===== config.mk =====
export PLATFORM = sky130hd
export DESIGN_NAME = mac_table_ctrl
export DESIGN_NICKNAME = d
export VERILOG_FILES = /design/src/rtl/mac_table_ctrl.sv
export SDC_FILE = /design/constraint.sdc
export NUM_CORES = 1
export LEC_CHECK = 0
export ABC_AREA = 1
export CAP_MARGIN = 40
export CORE_ASPECT_RATIO = 1.1
export CORE_MARGIN = 8
export CORE_UTILIZATION = 47
export DETAILED_ROUTE_END_ITERATION = 8
export PLACE_DENSITY = 0.86
export SLEW_MARGIN = 20
export SYNTH_ARGS = -nofsm -noshare
export SYNTH_HDL_FRONTEND = slang
export SYNTH_SLANG_ARGS = --single-unit
export TNS_END_PERCENT = 50

===== constraint.sdc =====
create_clock -name clk -period 1.77 [get_ports clk]
set_input_delay 0.4425 -clock clk [delete_from_list [all_inputs] [get_ports clk]]
set_output_delay 0.4425 -clock clk [all_outputs]
set_load 0.05 [all_outputs]

===== src/rtl/mac_table_ctrl.sv =====
// rtl/mac_table_ctrl.sv - MAC learning table sequencer: learns source MAC/port, resolves destination port vector.
// Optional hit/miss/learn statistics counters enabled by defining MAC_TABLE_STATS_EN.
module mac_table_ctrl #(
  parameter int          ADDR_BITS    = 4,
  parameter logic [15:0] FLOOD_MASK   = 16'h0055,
  parameter int          BUSY_TIMEOUT = 15
) (
  input  logic                 clk,
  input  logic                 reset,
  input  logic                 lkup_req,
  output logic                 lkup_rdy,
  input  logic [47:0]          lkup_dst_mac,
  input  logic [47:0]          lkup_src_mac,
  input  logic [15:0]          lkup_src_port,
  output logic                 lkup_done,
  output logic                 lkup_hit,
  output logic [15:0]          lkup_dst_port,
  output logic [47:0]          cam_cmp_din,
  output logic [47:0]          cam_din,
  output logic                 cam_we,
  output logic [ADDR_BITS-1:0] cam_wr_addr,
  input  logic                 cam_busy,
  input  logic                 cam_match,
  input  logic [ADDR_BITS-1:0] cam_match_addr,
  output logic [ADDR_BITS-1:0] ram_addr,
  output logic [55:0]          ram_din,
  output logic                 ram_we,
`ifdef MAC_TABLE_STATS_EN
  output logic [31:0]          hit_count,
  output logic [31:0]          miss_count,
  output logic [31:0]          learn_count,
`endif
  input  logic [55:0]          ram_dout
);

  localparam int TW = $clog2(BUSY_TIMEOUT + 1);

  typedef enum logic [3:0] {
    S_IDLE, S_SRC_CMP, S_CAM_WR, S_CAM_WAIT, S_RAM_WR,
    S_DST_CMP, S_RAM_RD, S_RAM_WAIT, S_DONE
  } state_e;

  state_e                 state_q, state_d;
  logic [47:0]            dst_mac_q, dst_mac_d;
  logic [47:0]            src_mac_q, src_mac_d;
  logic [15:0]            src_port_q, src_port_d;
  logic [ADDR_BITS-1:0]   wr_ptr_q, wr_ptr_d;
  logic [TW-1:0]          tmo_q, tmo_d;
  logic [47:0]            cmp_q, cmp_d;
  logic [47:0]            cam_din_q, cam_din_d;
  logic [ADDR_BITS-1:0]   cam_wr_addr_q, cam_wr_addr_d;
  logic [ADDR_BITS-1:0]   ram_addr_q, ram_addr_d;
  logic [55:0]            ram_din_q, ram_din_d;
  logic                   hit_q, hit_d;
  logic [15:0]            dst_port_q, dst_port_d;

  logic                   tmo_hit;
  logic [15:0]            flood_vec;
  logic [15:0]            ram_dst;
  logic                   unused_ram_low;

  assign tmo_hit        = (tmo_q == TW'(BUSY_TIMEOUT - 1));
  assign flood_vec      = ~src_port_q & FLOOD_MASK;
  assign ram_dst        = {8'b0, ram_dout[55:48]} & ~src_port_q;
  assign unused_ram_low = ^ram_dout[47:0];

  always_comb begin
    state_d       = state_q;
    dst_mac_d     = dst_mac_q;
    src_mac_d     = src_mac_q;
    src_port_d    = src_port_q;
    wr_ptr_d      = wr_ptr_q;
    tmo_d         = tmo_q;
    cmp_d         = cmp_q;
    cam_din_d     = cam_din_q;
    cam_wr_addr_d = cam_wr_addr_q;
    ram_addr_d    = ram_addr_q;
    ram_din_d     = ram_din_q;
    hit_d         = hit_q;
    dst_port_d    = dst_port_q;

    unique case (state_q)
      S_IDLE: begin
        if (lkup_req) begin
          dst_mac_d  = lkup_dst_mac;
          src_mac_d  = lkup_src_mac;
          src_port_d = lkup_src_port;
          tmo_d      = '0;
          if (lkup_src_mac[40]) begin
            // Multicast sources are never learned.
            if (!lkup_dst_mac[40]) cmp_d = lkup_dst_mac;
            state_d = S_DST_CMP;
          end else begin
            cmp_d   = lkup_src_mac;
            state_d = S_SRC_CMP;
          end
        end
      end
      S_SRC_CMP: begin
        if (!cam_busy && cam_match) begin
          ram_addr_d = cam_match_addr;
          ram_din_d  = {src_port_q[7:0], src_mac_q};
          state_d    = S_RAM_WR;
        end else if (!cam_busy || tmo_hit) begin
          cam_wr_addr_d = wr_ptr_q;
          cam_din_d     = src_mac_q;
          ram_addr_d    = wr_ptr_q;
          ram_din_d     = {src_port_q[7:0], src_mac_q};
          state_d       = S_CAM_WR;
        end else begin
          tmo_d = tmo_q + 1'b1;
        end
      end
      S_CAM_WR: begin
        wr_ptr_d = wr_ptr_q + 1'b1;
        tmo_d    = '0;
        state_d  = S_CAM_WAIT;
      end
      S_CAM_WAIT: begin
        if (!cam_busy || tmo_hit) state_d = S_RAM_WR;
        else                      tmo_d   = tmo_q + 1'b1;
      end
      S_RAM_WR: begin
        tmo_d = '0;
        if (!dst_mac_q[40]) cmp_d = dst_mac_q;
        state_d = S_DST_CMP;
      end
      S_DST_CMP: begin
        if (dst_mac_q[40]) begin
          hit_d      = 1'b0;
          dst_port_d = flood_vec;
          state_d    = S_DONE;
        end else if (!cam_busy && cam_match) begin
          ram_addr_d = cam_match_addr;
          state_d    = S_RAM_RD;
        end else if (!cam_busy || tmo_hit) begin
          hit_d      = 1'b0;
          dst_port_d = flood_vec;
          state_d    = S_DONE;
        end else begin
          tmo_d = tmo_q + 1'b1;
        end
      end
      S_RAM_RD: state_d = S_RAM_WAIT;
      S_RAM_WAIT: begin
        // ram_dout reflects ram_addr presented during S_RAM_RD.
        hit_d      = 1'b1;
        dst_port_d = ram_dst;
        state_d    = S_DONE;
      end
      S_DONE:  state_d = S_IDLE;
      default: state_d = S_IDLE;
    endcase
  end

  always_ff @(posedge clk) begin
    if (reset) begin
      state_q       <= S_IDLE;
      dst_mac_q     <= '0;
      src_mac_q     <= '0;
      src_port_q    <= '0;
      wr_ptr_q      <= '0;
      tmo_q         <= '0;
      cmp_q         <= '0;
      cam_din_q     <= '0;
      cam_wr_addr_q <= '0;
      ram_addr_q    <= '0;
      ram_din_q     <= '0;
      hit_q         <= 1'b0;
      dst_port_q    <= '0;
    end else begin
      state_q       <= state_d;
      dst_mac_q     <= dst_mac_d;
      src_mac_q     <= src_mac_d;
      src_port_q    <= src_port_d;
      wr_ptr_q      <= wr_ptr_d;
      tmo_q         <= tmo_d;
      cmp_q         <= cmp_d;
      cam_din_q     <= cam_din_d;
      cam_wr_addr_q <= cam_wr_addr_d;
      ram_addr_q    <= ram_addr_d;
      ram_din_q     <= ram_din_d;
      hit_q         <= hit_d;
      dst_port_q    <= dst_port_d;
    end
  end

`ifdef MAC_TABLE_STATS_EN
  logic [31:0] hit_cnt_q, miss_cnt_q, learn_cnt_q;

  always_ff @(posedge clk) begin
    if (reset) begin
      hit_cnt_q   <= '0;
      miss_cnt_q  <= '0;
      learn_cnt_q <= '0;
    end else begin
      if (state_q == S_DONE && hit_q && hit_cnt_q != '1)    hit_cnt_q   <= hit_cnt_q + 1'b1;
      if (state_q == S_DONE && !hit_q && miss_cnt_q != '1)  miss_cnt_q  <= miss_cnt_q + 1'b1;
      if (state_q == S_CAM_WR && learn_cnt_q != '1)         learn_cnt_q <= learn_cnt_q + 1'b1;
    end
  end

  assign hit_count   = hit_cnt_q;
  assign miss_count  = miss_cnt_q;
  assign learn_count = learn_cnt_q;
`endif

  assign lkup_rdy      = (state_q == S_IDLE);
  assign lkup_done     = (state_q == S_DONE);
  assign lkup_hit      = hit_q;
  assign lkup_dst_port = dst_port_q;
  assign cam_cmp_din   = cmp_q;
  assign cam_din       = cam_din_q;
  assign cam_we        = (state_q == S_CAM_WR);
  assign cam_wr_addr   = cam_wr_addr_q;
  assign ram_addr      = ram_addr_q;
  assign ram_din       = ram_din_q;
  assign ram_we        = (state_q == S_RAM_WR);

endmodule


# After elaboration in Yosys (flattened, before gate mapping)
# Index checks and enable logic that the tools add are counted.
# W data, S select, Z words.
# classes
n_addsub	2
n_eq_ne	19
mux	34
bitwise	3
reduce_logical	18
# ops
cell	n
$mux W48	4
$mux W56	2
$pmux W48 S2	1
$mux W4	15
$mux W16	3
$pmux W16 S2	1
$pmux W4 S8	1
$pmux W4 S5	1
$and A8 B16 Y16	1
$eq A4 B3 Y1 const B	4
$not A16 Y16	1
$ne A3 B3 Y1 const B	4
$reduce_and A4 Y1	3
$ne A2 B2 Y1 const B	5
$reduce_and A3 Y1	3
$add A4 B1 Y4 const B	2
$eq A4 B2 Y1 const B	2
$eq A4 B4 Y1 const B	2
$pmux W4 S2	1
$reduce_bool A2 Y1	4
$reduce_bool A5 Y1	1
$eq A4 B1 Y1 const B	1
$logic_not A4 Y1	1
$ne A4 B4 Y1 const B	1
9 further kinds	12
# totals
register_bits	301
word_cells	89

# Depth between registers and ports, before layout
# Gate-level depths: netlist of run 1.
# logic_depth
depth_word	6
mapped_depth	11

# Worst setup path after synthesis of run 1
# Ideal clock, no wire load.
# synth_path
path_kind	reg2out
startpoint	reg state_q[0]
endpoint	out lkup_done
arrival_time_ns	1.669
slack_ns	-0.342
stages_incl_launch_ff	5
path_buffers	1
cell_sequence	dfxtp_1 buf_6 nor2_8 inv_2 nor3_1
# synth_between
elab_chain_cells	1
# synth_lines
item	line_no	text
from (decl)	43	state_e state_q, state_d;
from (signal assigned)	172	state_q <= state_d;
$eq A4 B4 Y1	209	assign lkup_done = (state_q == S_DONE);
to (decl)	15	output logic lkup_done,
# No other way between the ends.

# Final worst setup path of run 1
# layout_path
startpoint	reg state_q[1]
endpoint	out cam_we
# layout_between
elab_chain_cells	1
# layout_lines
item	line_no	text
$eq A4 B2 Y1	214	assign cam_we = (state_q == S_CAM_WR);
to (decl)	20	output logic cam_we,
# No other way between the ends.

==> summary.md, run 1 <==
| Metric | Value |
|---|---|
| Outcome | `finished, violations left` |
| Failing checks | `setup timing` |
| Area after DPL | `0.0148 mm²` |
| Io pins | `358` |
| Global route overflow | `0` |
| Sequential fraction of design power | `32.2%` |
| Mapped cell area | `0.0118 mm²` |
| Starting Density | `47.2%` |
| Fmax | `526 MHz` |
| Critical path class | `flip-flop to output pin` |
| Tmin final | `1.90 ns` |
| Core ar. | `0.0250 mm²` |
| Synthesized instance count | `1565` |
| Synth warn | `0` |
| CTS Root Cell | `clkbuf_16` |
| Die area | `0.0304 mm²` |
| Logic pwr share | `45.9%` |
| VDD IR-drop max | `1.25 mV` |
| CP endpoint kind | `output pin` |
| FP Rows | `61` |
| Switching part of the total | `42.7%` |
| Yosys reg bits | `284` |
| Seq/Total Area, Yosys | `48.2%` |
| Leak | `0.00671 µW` |
| Startpoint Class | `flip-flop` |
| Share of layout cells above drive strength 1 | `17.6%` |
| Final cycle utilization of the critical path | `107%` |
| Worst Path Max Fanout | `3` |
| Final Wtd Congestion | `0.862` |
| R2R setup slack | `0.08 ns` |
| Internal power | `16500 µW` |
| Filler-free cell count of the finished design | `2177` |
| TritonCTS clock tree | `built` |
| Clock slew at reported path FFs | `0.06 ns` |
| Antenna-violating nets left | `0` |
| Final WS setup | `-0.131 ns` |
| Clk sinks | `284` |
| Longest Clk Path Bufs | `3` |
| Avg WL per Cell | `18.4 µm` |
| PD cells | `1800 mW/mm²` |
| Critical Path RT | `1.33 ns` |
| Placed cell count | `2112` |
| Fin nets | `2016` |
| Detailed placement HPWL | `27200 µm` |
| Most frequent cells in the layout | `dfxtp_1, nand2_1, a21oi_1` |
| Worst Clk Skew | `0.00911 ns` |
| Setup Viol. Count Final | `4` |
| Count of different cell masters after synthesis | `26` |
| DR vias/cell | `5.47` |
| Htree depth | `1` |
| First-pass GRT wire length | `60800 µm` |
| Main flop type after synthesis | `dfxtp_1` |
| Syn avg cell area | `7.53 µm²` |
| Hold buffers post-CTS | `0` |
| Largest net degree at the start of global routing | `107` |
| Critical Path AT | `1.46 ns` |
| Switching power | `12400 µW` |
| Slew headroom | `61.2%` |
| Leading cell type in the layout, fill and taps excluded | `dfxtp_1` |
| Total number of vias | `11900` |
| Initial antenna violation count | `6` |
| Total Routing Usage GR | `24.3%` |
| Area Overhead vs Synth | `36.2%` |
| RSZ-0062 raised after global routing | `yes` |
| WL final | `40000 µm` |
| Post-synth EDFFs | `0` |
| Die height | `182 µm` |
| Pre-antenna DRT Iters | `6` |
| Port Buffers | `292` |
| # DRC | `0` |
| Pin slew with the least headroom to its limit | `0.582 ns` |
| Final instance area | `0.0161 mm²` |
| Initial DRC count | `1204` |
| Clk_lat worst skew | `0.54 ns` |
| Asr flop ratio synth | `0%` |
| Clock share of power | `22.0%` |
| Die W | `167 µm` |
| TritonCTS Buffers | `28` |
| Hold WC Path Type | `flip-flop to flip-flop` |
| Total of max-cap violations | `0` |
| Hold Fails Final Rpt | `0` |
| Vias in the first global route | `11300` |
| Max Slew Vio Count | `0` |
## per-layer routing
metal | up-vias | wire (µm) | global-route usage [%]
met5 | - | 12 | 0
met4 | 2 | 2220 | 12.9
met3 | 134 | 3410 | 4.62
met2 | 581 | 18100 | 38.5
met1 | 5470 | 16200 | 31.1
li1 | 5726 | - | -
## state kept, by name, summed over array words and instances, names as in the netlist
name / flops
ram_addr: 4
tmo_q: 4
lkup_hit: 1
wr_ptr_q: 4
lkup_dst_port: 8
src_port_q: 8
cam_wr_addr: 4
cam_din: 48
cam_cmp_din: 47
dst_mac_q: 48
ram_din: 56
src_mac_q: 48
state_q: 4
## Yosys cell counts, drive strengths merged (2+ instances only)
cell    number  share of area [%]
dfxtp      284                 48
nand2      264                8.6
a21oi      226                9.6
o21ai      220                9.3
inv        172                5.5
buf         91                4.7
nor2        89                3.3
nand3       68                3.0
nand4       53                2.8
a211oi      48                3.1
clkbuf      42                1.3
ha           3               0.32
nor3         2              0.085
## logic make-up after synthesis
kind of cell             after synthesis  synth area share (%)
adder cells (fa/ha/maj)                3                 0.318
flip-flops                           284                  48.2
AO/OA/AOI/OAI                        494                  22.0
other                                  1                0.0318
buffers and inverters                306                  11.6
AND/OR/NAND/NOR                      477                  17.9
## per-stage QoR
stage          setup WS [ns]  util [%]  power [µW]  setup TNS, ns  hold slack, ns
3_5_place_dp          -0.294      59.5       21900         -31.50           0.436
6_report              -0.131      64.3       28900         -0.393           0.446
5_1_grt               -0.176      64.3       30400         -0.610           0.466
2_1_floorplan         0.0909         -       17800              0           0.425
3_3_place_gp          -0.215      59.5       21600         -23.36           0.432
4_1_cts               -0.209      63.6       28500         -0.725           0.446
## what timing repair did
| action | 4_1_cts | 5_1_grt |
|---|---|---|
| gates resized for setup | 12 | 16 |
| pin swaps | 3 | 5 |
| gates cloned | 0 | 3 |
| setup buffers | 2 | 4 |
| endpoints found under the setup margin | 4 | 115 |
## layout make-up
| class | instances | area (µm²) |
|---|---|---|
| Tap cell | 315 | 394 |
| Fill cell | 2013 | 8900 |
| Sequential cell | 284 | 5700 |
| Multi-Input combinational cell | 983 | 4840 |
| Antenna cell | 6 | 15.0 |
| Timing Repair Buffer | 366 | 3460 |
| Clock buffer | 35 | 768 |
| Clock inverter | 15 | 210 |
| Inverter | 173 | 666 |
## worst paths after layout
kind,start,to,cells after the start
setup / recovery,state_q[1]$_SDFFE_PP0P_,cam_we,5
hold / removal,dst_mac_q[4]$_SDFFE_PP0P_,dst_mac_q[4]$_SDFFE_PP0P_,2
setup reg to reg,tmo_q[0]$_SDFFE_PP0P_,cam_wr_addr[3]$_SDFFE_PP0P_,10
hold reg to reg,dst_mac_q[4]$_SDFFE_PP0P_,dst_mac_q[4]$_SDFFE_PP0P_,2
## critical path, stage by stage (launching register included)
cell	delay [ns]
dfxtp_4	0.39
inv_2	0.04
nor2_1	0.13
nand2_1	0.12
inv_2	0.11
buf_12	0.14
## power by group through the flow
stage	combinational, µW	sequential, µW	clock [µW]
floorplan	5810	12000	0
global placement	12300	9280	0
detailed placement	12600	9360	0
CTS	12800	9260	6430
global route	14200	9490	6690
finish	13300	9300	6350
Power figures use the tool's default switching activity.
==> run 2, diff against run 1 <==
--- a/config.mk
+++ b/config.mk
@@ -9,9 +9,9 @@
 export CAP_MARGIN = 40
 export CORE_ASPECT_RATIO = 1.1
 export CORE_MARGIN = 8
-export CORE_UTILIZATION = 47
+export CORE_UTILIZATION = 45
 export DETAILED_ROUTE_END_ITERATION = 8
-export PLACE_DENSITY = 0.86
+export PLACE_DENSITY = 0.83
 export SLEW_MARGIN = 20
 export SYNTH_ARGS = -nofsm -noshare
 export SYNTH_HDL_FRONTEND = slang
==> run 2 against run 1 <==
The flow still finishes with violations (setup timing). Sequential share of layout area is 0.068 points lower. Register-to-register slack hardly changed. Global-route usage is 0.81 points lower. Final cell count is 2.0% higher. Sequential cell count stayed put. Worst setup slack worse by 0.015 ns. Via count is 0.33% lower. Die area is 4.0% higher. Clock power is 9.3% lower. Critical path depth stayed put. Power is 1.1% lower. Utilization is 2.3 points lower.
==> summary.md, run 2 (same netlist as run 1, synthesis figures left out) <==
| Metric | Value |
|---|---|
| Critical path class | `flip-flop to output pin` |
| Final cycle utilization of the critical path | `108% (+0.86 points)` |
| Total Routing Usage GR | `23.5% (-0.81 points)` |
| Hold buffers post-CTS | `0 (unchanged)` |
| Critical Path RT | `1.33 ns (about the same)` |
| Worst path cell trace | `buf_4 > nor2_4 > nand2_2 > inv_2 > buf_12` |
| Port Buffers | `292 (unchanged)` |
| Crit-path slowest cell | `dfxtp_4` |
| Io pins | `358 (unchanged)` |
| Final Wtd Congestion | `0.903 (+4.8%)` |
| Leak | `0.00671 µW (about the same)` |
| PD cells | `1780 mW/mm² (-1.2%)` |
| # DRC | `0 (unchanged)` |
| TritonCTS Buffers | `28 (unchanged)` |
| Die height | `186 µm (+2.0%)` |
| CP max stage delay | `0.37 ns (-0.02 ns)` |
| Largest net degree at the start of global routing | `158 (+48%)` |
| Outcome | `finished, violations left` |
| Most frequent cells in the layout | `dfxtp_1, nand2_1, a21oi_1` |
| Avg WL per Cell | `18.0 µm (-2.3%)` |
| FP Rows | `62 (+1.6%)` |
| Total number of vias | `11900 (-0.33%)` |
| Pre-antenna DRT Iters | `5 (-1)` |
| RSZ-0062 raised after global routing | `yes` |
| Detailed placement HPWL | `27200 µm (about the same)` |
| DR vias/cell | `5.35 (-2.3%)` |
| Initial DRC count | `959 (-20%)` |
| Slew headroom | `51.5% (-9.7 points)` |
| Worst path top cell family by delay | `buffers and inverters` |
| Clk sinks | `284 (unchanged)` |
| Placed cell count | `2148 (+1.7%)` |
| Fmax | `522 MHz (-0.79%)` |
| Worst Clk Skew | `0.0106 ns (+0.00145 ns)` |
| Leading cell type in the layout, fill and taps excluded | `dfxtp_1` |
| Startpoint Class | `flip-flop` |
| CP Buf/Inv Count | `3 (unchanged)` |
| Setup Viol. Count Final | `4 (unchanged)` |
| Vias in the first global route | `11300 (-0.52%)` |
| Antenna-violating nets left | `0 (unchanged)` |
| Longest Clk Path Bufs | `3 (unchanged)` |
| Area Overhead vs Synth | `36.4%` |
| Fin nets | `2019 (+0.15%)` |
| CTS Root Cell | `clkbuf_16` |
| Core ar. | `0.0259 mm² (+3.8%)` |
| Final WS setup | `-0.146 ns (-0.0151 ns)` |
| Hold Worst Slack | `0.450 ns (+0.00410 ns)` |
| Die area | `0.0316 mm² (+4.0%)` |
| # fillers | `2215 (+10%)` |
| CP endpoint kind | `output pin` |
| Clock slew at reported path FFs | `0.06 ns (about the same)` |
| Max reg flops | `56 (unchanged)` |
| Global route overflow | `0 (unchanged)` |
| Max Slew Vio Count | `0 (unchanged)` |
| Starting Density | `45.5% (-1.7 points)` |
| Share of layout cells above drive strength 1 | `17.8% (+0.19 points)` |
| Initial antenna violation count | `7 (+1)` |
| TritonCTS clock tree | `built` |
| VDD IR-drop max | `1.25 mV (about the same)` |
| Clk_lat worst skew | `0.53 ns (about the same)` |
| Total of max-cap violations | `0 (unchanged)` |
| Worst Path Max Fanout | `4 (+1)` |
| WL final | `39900 µm (-0.31%)` |
| Htree depth | `1 (unchanged)` |
| Failing checks | `setup timing` |
| Tmin final | `1.92 ns (+0.0151 ns)` |
| Die W | `170 µm (+2.0%)` |
| First-pass GRT wire length | `60200 µm (-0.93%)` |
| Critical Path AT | `1.47 ns (about the same)` |
| Pin slew with the least headroom to its limit | `0.728 ns (+0.146 ns)` |
| Hold Fails Final Rpt | `0 (unchanged)` |
| Filler-free cell count of the finished design | `2221 (+2.0%)` |
| Hold WC Path Type | `flip-flop to flip-flop` |
run 2: changes by cell type in the layout (fill, tap and decap cells not counted), sizes merged:
cell | before | now
buf | 245 | 247
bufinv | 5 | 1
clkbuf | 38 | 43
clkinv | 7 | 12
clkinvlp | 4 | 0
diode | 6 | 10
inv | 172 | 171
run 2: cell type report:
cell class	instances	area [µm²]	area share, %
Clock buffer	39	793	4.93
Clock inverter	11	87.6	0.545
Antenna cell	10	25.0	0.156
Inverter	173	673	4.19
Multi-Input combinational cell	983	4850	30.2
Timing Repair Buffer	369	3510	21.8
Sequential cell	284	5700	35.4
Tap cell	352	440	2.74
run 2: metal layers:
layer / track usage, % / share of wire, % / wire length (µm) / vias to the layer above
met5: 0 / 0 / 0 / -
met4: 13.1 / 4.9 / 1950 / 0
met3: 4.90 / 7.7 / 3090 / 106
met2: 35.8 / 45 / 18000 / 503
met1: 30.7 / 42 / 16900 / 5528
li1: - / - / - / 5737
run 2: where the power goes:
group          internal, µW  total, µW  switching [µW]
clock                  3270       5760            2490
sequential             8260       9240             980
combinational          4660      13600            8920
total                 16200      28600           12400
run 2: tightest hold or removal path, delay by kind of cell (launching register included):
family	cells	cell delay, ns
buf+inv	1	0.05
flops	1	0.30
compound gates	1	0.05
run 2: metrics by stage:
stage               instance area (µm²)  power (µW)  util, %  setup WS (ns)  TNS (ns)
finish                            16100       28600     62.1         -0.146    -0.364
global route                      16100       30100     62.0         -0.181    -0.819
CTS                               15800       28100     61.1         -0.159    -0.520
detailed placement                14900       22200     57.5         -0.183    -26.80
global placement                  14900       21900     57.5         -0.178    -22.54
floorplan                         11800       17800        -         0.0909         0
run 2: path summary, 6_finish.rpt:
kind	start	endpoint	slack, ns	depth (start not counted)
worst max-delay path	state_q[0]$_SDFFE_PP0P_	cam_we	-0.15	5
worst min-delay path	dst_mac_q[46]$_SDFFE_PP0P_	dst_mac_q[46]$_SDFFE_PP0P_	0.45	2
worst max register to register	tmo_q[0]$_SDFFE_PP0P_	ram_din[7]$_SDFFE_PP0P_	0.07	8
worst min register to register	dst_mac_q[46]$_SDFFE_PP0P_	dst_mac_q[46]$_SDFFE_PP0P_	0.45	2
run 2: repair_timing:
action,4_1_cts,5_1_grt
buffers inserted,4,5
cloned,0,4
pin swaps,2,2
endpoints found under the setup margin,4,108
resized for setup,14,21
==> run 3, diff against run 2 <==
--- a/config.mk
+++ b/config.mk
@@ -11,6 +11,7 @@
 export CORE_MARGIN = 8
 export CORE_UTILIZATION = 45
 export DETAILED_ROUTE_END_ITERATION = 8
+export HOLD_SLACK_MARGIN = 0.03
 export PLACE_DENSITY = 0.83
 export SLEW_MARGIN = 20
 export SYNTH_ARGS = -nofsm -noshare
==> constraint.sdc (replaced) <==
create_clock -name clk -period 2.5 [get_ports clk]
set_input_delay 0.625 -clock clk [delete_from_list [all_inputs] [get_ports clk]]
set_output_delay 0.625 -clock clk [all_outputs]
set_load 0.05 [all_outputs]
==> run 3 against run 2 <==
The run now ends clean. First-iteration DRC count increased by 14%. Via count decreased by 2.9%. Worst hold slack got worse by 0.0036 ns. Non-clock buffer count decreased by 54. Final cell count decreased by 2.5%. Critical path depth decreased by 1. Combinational power decreased by 37%. Sequential cell count unchanged. Register-to-register slack improved by 0.35 ns. Clock skew increased by 0.013 ns. Sequential power decreased by 30%. Sequential share of layout area increased by 0.47 points. Highest routed layer unchanged.
==> summary.md, run 3 (same netlist as run 1, synthesis figures left out) <==
| Metric | Value |
|---|---|
| Outcome | `complete, no violations` |
| Worst Path Max Fanout | `9 (+5)` |
| Fmax | `414 MHz` |
| FP Rows | `62 (unchanged)` |
| First-pass GRT wire length | `58100 µm (-3.5%)` |
| Critical Path RT | `1.88 ns (+0.55 ns)` |
| CTS Root Cell | `clkbuf_16` |
| CP max stage delay | `0.45 ns (+0.08 ns)` |
| Most frequent cells in the layout | `clkdlybuf4s50_1, dfxtp_1, nand2_1` |
| Worst Clk Skew | `0.0238 ns (+0.0132 ns)` |
| PD cells | `1240 mW/mm² (-30%)` |
| Clock slew at reported path FFs | `0.06 ns (about the same)` |
| Initial DRC count | `1095 (+14%)` |
| Final Wtd Congestion | `0.863 (-4.4%)` |
| Switching power | `8400 µW (-32%)` |
| Antenna-violating nets left | `0 (unchanged)` |
| Post-CTS setup buffer count | `0 (-4)` |
| Longest Clk Path Bufs | `3 (unchanged)` |
| Htree depth | `1 (unchanged)` |
| TritonCTS clock tree | `built` |
| Share of layout cells above drive strength 1 | `5.43% (-12 points)` |
| Filler-free cell count of the finished design | `2166 (-2.5%)` |
| # fillers | `2244 (+1.3%)` |
| Hold Fails Final Rpt | `0 (unchanged)` |
| Area Overhead vs Synth | `34.3%` |
| Tmin final | `2.41 ns` |
| Core ar. | `0.0259 mm² (unchanged)` |
| Internal power | `11200 µW (-31%)` |
| Pin slew with the least headroom to its limit | `0.733 ns (+0.00511 ns)` |
| R2R setup slack | `0.42 ns (+0.35 ns)` |
| Clock share of power | `22.9% (+2.7 points)` |
| Max reg flops | `56 (unchanged)` |
| Initial antenna violation count | `7 (unchanged)` |
| Sequential fraction of design power | `33.1% (+0.8 points)` |
| Critical path class | `flip-flop to output pin` |
| Global route overflow | `0 (unchanged)` |
| Critical Path AT | `1.79 ns (+0.32 ns)` |
| Clk sinks | `284 (unchanged)` |
| Avg WL per Cell | `17.6 µm (-2.2%)` |
| Total number of vias | `11500 (-2.9%)` |
| Setup Viol. Count Final | `0 (-4)` |
| Slew headroom | `51.1% (-0.34 points)` |
| DR vias/cell | `5.33 (-0.39%)` |
| Footprint of the multi-input gates | `0.00479 mm² (-1.3%)` |
| Pre-antenna DRT Iters | `6 (+1)` |
| Crit-path slowest cell | `dfxtp_1` |
| Fin nets | `1965 (-2.7%)` |
| Largest net degree at the start of global routing | `158 (unchanged)` |
| Clk_lat worst skew | `0.55 ns (+0.02 ns)` |
| Sequential Area | `0.00569 mm² (-0.20%)` |
| CP endpoint kind | `output pin` |
| Switching part of the total | `42.8% (-0.53 points)` |
| Logic pwr share | `44.0% (-3.5 points)` |
| # DRC | `0 (unchanged)` |
| Hold Worst Slack | `0.447 ns (-0.00359 ns)` |
| Vias in the first global route | `10800 (-4.6%)` |
| Hold WC Path Type | `flip-flop to flip-flop` |
| Placed cell count | `2107 (-1.9%)` |
| TNS Setup | `0 ns (+0.364 ns)` |
| Detailed placement HPWL | `26200 µm (-3.9%)` |
| RSZ-0062 raised after global routing | `no` |
| Starting Density | `45.5% (unchanged)` |
| Startpoint Class | `flip-flop` |
| Port Buffers | `292 (unchanged)` |
| Die height | `186 µm (unchanged)` |
| Max Slew Vio Count | `0 (unchanged)` |
| Leak | `0.00604 µW (-9.9%)` |
| VDD IR-drop max | `0.826 mV (-34%)` |
| Final cycle utilization of the critical path | `96.6%` |
| Die W | `170 µm (unchanged)` |
| WL final | `38000 µm (-4.6%)` |
| Worst path cell trace | `nor2_8 > inv_2 > nor3_1 > buf_12` |
| TritonCTS Buffers | `28 (unchanged)` |
| Total of max-cap violations | `0 (unchanged)` |
| Io pins | `358 (unchanged)` |
| Leading cell type in the layout, fill and taps excluded | `clkdlybuf4s50_1` |
| Total Routing Usage GR | `22.8% (-0.73 points)` |
| Die area | `0.0316 mm² (unchanged)` |
## run 3: changes by cell type in the layout (fill, tap and decap cells not counted), moves of 3 or more
cell | previous run | this run
nor2_4 | 3 | 0
buf_12 | 26 | 14
clkdlybuf4s50_1 | 118 | 286
bufinv_16 | 1 | 4
clkinv_2 | 9 | 4
clkbuf_16 | 33 | 28
buf_4 | 217 | 15
dfxtp_2 | 4 | 1
clkbuf_8 | 3 | 8
dfxtp_1 | 278 | 283
## run 3: area by class of cell
type	instances	area share, %
multi-input combinational	983	30.2
inverter	173	4.12
tap	352	2.78
clock inverter	9	1.00
clock buffer	42	5.26
antenna	8	0.126
sequential	284	35.9
timing repair buffer	315	20.6
## run 3: per-layer routing
metal  GRT usage [%]  wire [µm]  vias up
li1                -          -     5627
met1            29.8      15900     5303
met2            35.6      16900      513
met3            4.56       3430       92
met4            10.9       1790        0
met5               0          0        -
## run 3: final timing paths
| check | from | end | cells after the start |
|---|---|---|---|
| worst min-delay path | dst_mac_q[23]$_SDFFE_PP0P_ | dst_mac_q[23]$_SDFFE_PP0P_ | 2 |
| worst max register to register | state_q[0]$_SDFFE_PP0P_ | cam_cmp_din[47]$_SDFFE_PP0P_ | 7 |
| worst max-delay path | state_q[0]$_SDFFE_PP0P_ | lkup_done | 4 |
| worst min register to register | dst_mac_q[23]$_SDFFE_PP0P_ | dst_mac_q[23]$_SDFFE_PP0P_ | 2 |
## run 3: metrics by stage
| step | instance area (µm²) | total power [µW] | worst slack [ns] | util [%] |
|---|---|---|---|---|
| after detailed placement | 14800 | 15100 | 0.176 | 57.2 |
| after CTS | 15800 | 19700 | 0.0112 | 61.0 |
| after global placement | 14800 | 15000 | 0.233 | 57.2 |
| after global routing | 15800 | 20700 | 0.0173 | 61.1 |
| after floorplan | 11800 | 12600 | 0.206 | - |
| final | 15800 | 19600 | 0.0852 | 61.1 |
## run 3: critical path: cells and delay by family (launching register included)
kind / cells / cell delay (ns)
buffers and inverters: 2 / 0.28
flip-flops: 1 / 0.45
AND/OR/NAND/NOR: 2 / 0.54
## run 3: power groups by stage
stage               combinational [µW]  clock [µW]  sequential (µW)
detailed placement                8570           0             6570
floorplan                         4110           0             8500
global route                      9290        4750             6640
CTS                               8620        4550             6490
global placement                  8430           0             6520
finish                            8630        4480             6500
## run 3: repair_timing
item                       CTS  global route
setup endpoints to repair    0             1
hold buffers                 0             0
resized for setup            0             2
==> RTL edit, RTL diff (flow settings as in run 1) <==
Take the reset off `ram_din_q` and load it in a clocked block of its own.
--- a/src/rtl/mac_table_ctrl.sv
+++ b/src/rtl/mac_table_ctrl.sv
@@ -165,7 +165,6 @@
       cam_din_q     <= '0;
       cam_wr_addr_q <= '0;
       ram_addr_q    <= '0;
-      ram_din_q     <= '0;
       hit_q         <= 1'b0;
       dst_port_q    <= '0;
     end else begin
@@ -179,10 +178,13 @@
       cam_din_q     <= cam_din_d;
       cam_wr_addr_q <= cam_wr_addr_d;
       ram_addr_q    <= ram_addr_d;
-      ram_din_q     <= ram_din_d;
       hit_q         <= hit_d;
       dst_port_q    <= dst_port_d;
     end
+  end
+
+  always_ff @(posedge clk) begin
+    ram_din_q <= ram_din_d;
   end
 
 `ifdef MAC_TABLE_STATS_EN
Function: differs if reset is asserted again (counterexample within 4 cycles, from zero or initial values and one cycle with reset high); with reset held inactive, the same outputs for 4 cycles.
==> RTL edit against run 1 <==
The run still ends with setup timing left. Worst setup slack better by 20 ps. Total power is 7.0% lower. Sequential share of layout area is 3.8 points higher. Via count is 5.5% lower. Critical path depth stayed put. Routed wire length is 7.5% lower. Synthesized area is 1.0% lower. Sequential cell count stayed put. Utilization is 1.0 points higher. Final area is 0.71% lower. Largest power group unchanged. Highest routed layer is now met4.
==> RTL edit: results (changes against run 1) <==
[outcome]
outcome=complete, but fails checks
violations=setup timing

[cells_and_area]
fin_nets=1976  ; -2.0%
drive_gt1_frac=0.1723  ; -0.003385

[global_route]
grtUsageTotal=0.2227  ; -0.02051
grt_pass1_wl_um=55610  ; -8.5%
antenna_found_initial=4  ; -2
grt_start_max_net_pins=123  ; +15%

[power]
cellLeakagePower_nw=6.888  ; +2.7%
ir_drop_v=0.001031  ; -18%

[timing]
worst_pin_slew_ps=548.5  ; -33.92 ps
finalClockSkew_ps=13.74  ; +4.634 ps
setup-violations-final=4  ; unchanged
fin_ws_ps=-110.9  ; +20.30 ps
setup_tns_ps=-295.4  ; +97.19 ps

[critical_path]
cp_data_arrival_time_ps=1440  ; -20 ps
slowest_delay_ps=370  ; -20 ps
crit_path_max_fanout=4  ; +1
r2r_cells=12  ; +2

[detailed_routing]
drt_iter0_markers=1045  ; -13%
viasPerCell=5.285  ; -3.4%
wl_um=37030  ; -7.5%
vias=11260  ; -5.5%
drt-pass1-iter-count=5  ; -1

[synth]
avgSynthCellArea_um2=7.670  ; +1.8%
netlist_top_cells_count=nand2_1, dfxtp_1, inv_1, a21oi_1, o21ai_0
synth-async-reset-ratio=0  ; unchanged
seq_area_frac_synth=0.5354  ; +0.05312
synth.most_common_cell=nand2_1
synth-edff-count=56  ; +56
yosysUniqueCellTypes=29  ; +12%
yosys-top-cells-area=dfxtp_1, edfxtp_1, nand2_1

[cts]
insertion_delay_ps=540  ; about the same
cts_root_buf=clkbuf_16
numCtsBuffers=28  ; unchanged
cts_buffer_depth=3  ; unchanged

[placed_design]
hpwl_um=24600  ; -9.6%
dp_cells=2060  ; -2.5%
gp_congestion=0.8435  ; -2.1%
dpl_cell_area_um2=14610  ; -1.5%
post-place-ws_ps=-162.5  ; +131.9 ps

[min_path]
hp-class=in2reg
hold_path_depth=4  ; +2

[RTL edit: changes by cell type in the layout (fill, tap and decap cells not counted), sizes merged, moves of 3 or more]
cell and change:
clkinv +6, o21ai -58, nand2 +86, nand4 -46, dfxtp -56, edfxtp +56
nand3 +54, nor3 +3, a21oi -57, nor2 +40, a211oi -48, buf -20
[RTL edit: worst paths after layout]
check / endpoint / slack, ps / start
worst max-delay path: cam_we / -110 / state_q[2]
worst min-delay path: lkup_dst_port[6] / 420 / reset
worst max register to register: cam_cmp_din[31] / 10 / state_q[2]
worst min register to register: ram_din[51] / 430 / src_port_q[3]
[RTL edit: where the power goes]
part	switching, mW	leakage (nW)	internal, mW
sequential	0.816	2.39	8.24
combinational	7.80	4.02	3.84
clock	2.52	0.479	3.66
total	11.1	6.89	15.7
[RTL edit: what timing repair did]
action                                  CTS  global route
pin swaps                                 4             6
buffers inserted                          7             5
gates cloned                              0             4
resized for setup                        19            23
endpoints found under the setup margin    4           139
[RTL edit: logic make-up after synthesis]
kind of cell | count (synthesis) | synth area share
compound gates | 334 | 0.1444
fa+ha+maj | 3 | 0.003218
buf+inv | 285 | 0.1017
flops | 284 | 0.5354
other cells | 1 | 0.0003214
simple gates | 614 | 0.2150
[RTL edit: final cells by class]
class / instances / area (um2)
diodes: 4 / 10.01
clock buffers: 36 / 812.0
clock inverters: 15 / 156.4
fillers: 1936 / 8454
inverters: 176 / 674.4
multi-input cells: 960 / 4344
flip-flops and latches: 284 / 6262
well taps: 310 / 387.9
repair buffers: 346 / 3297
[RTL edit: per-layer routing]
metal / up-vias / track usage / wire (um)
met3: 116 / 0.05036 / 2960
met4: 0 / 0.1204 / 1817
met1: 5202 / 0.2548 / 14390
li1: 5407 / - / -
met2: 537 / 0.3829 / 17860
met5: - / 0 / 0
[RTL edit: critical path: cells and delay by family (launching register included)]
kind	cells	cell delay [ps]
buffers and inverters	3	350
flip-flops	1	370
AND/OR/NAND/NOR	2	190
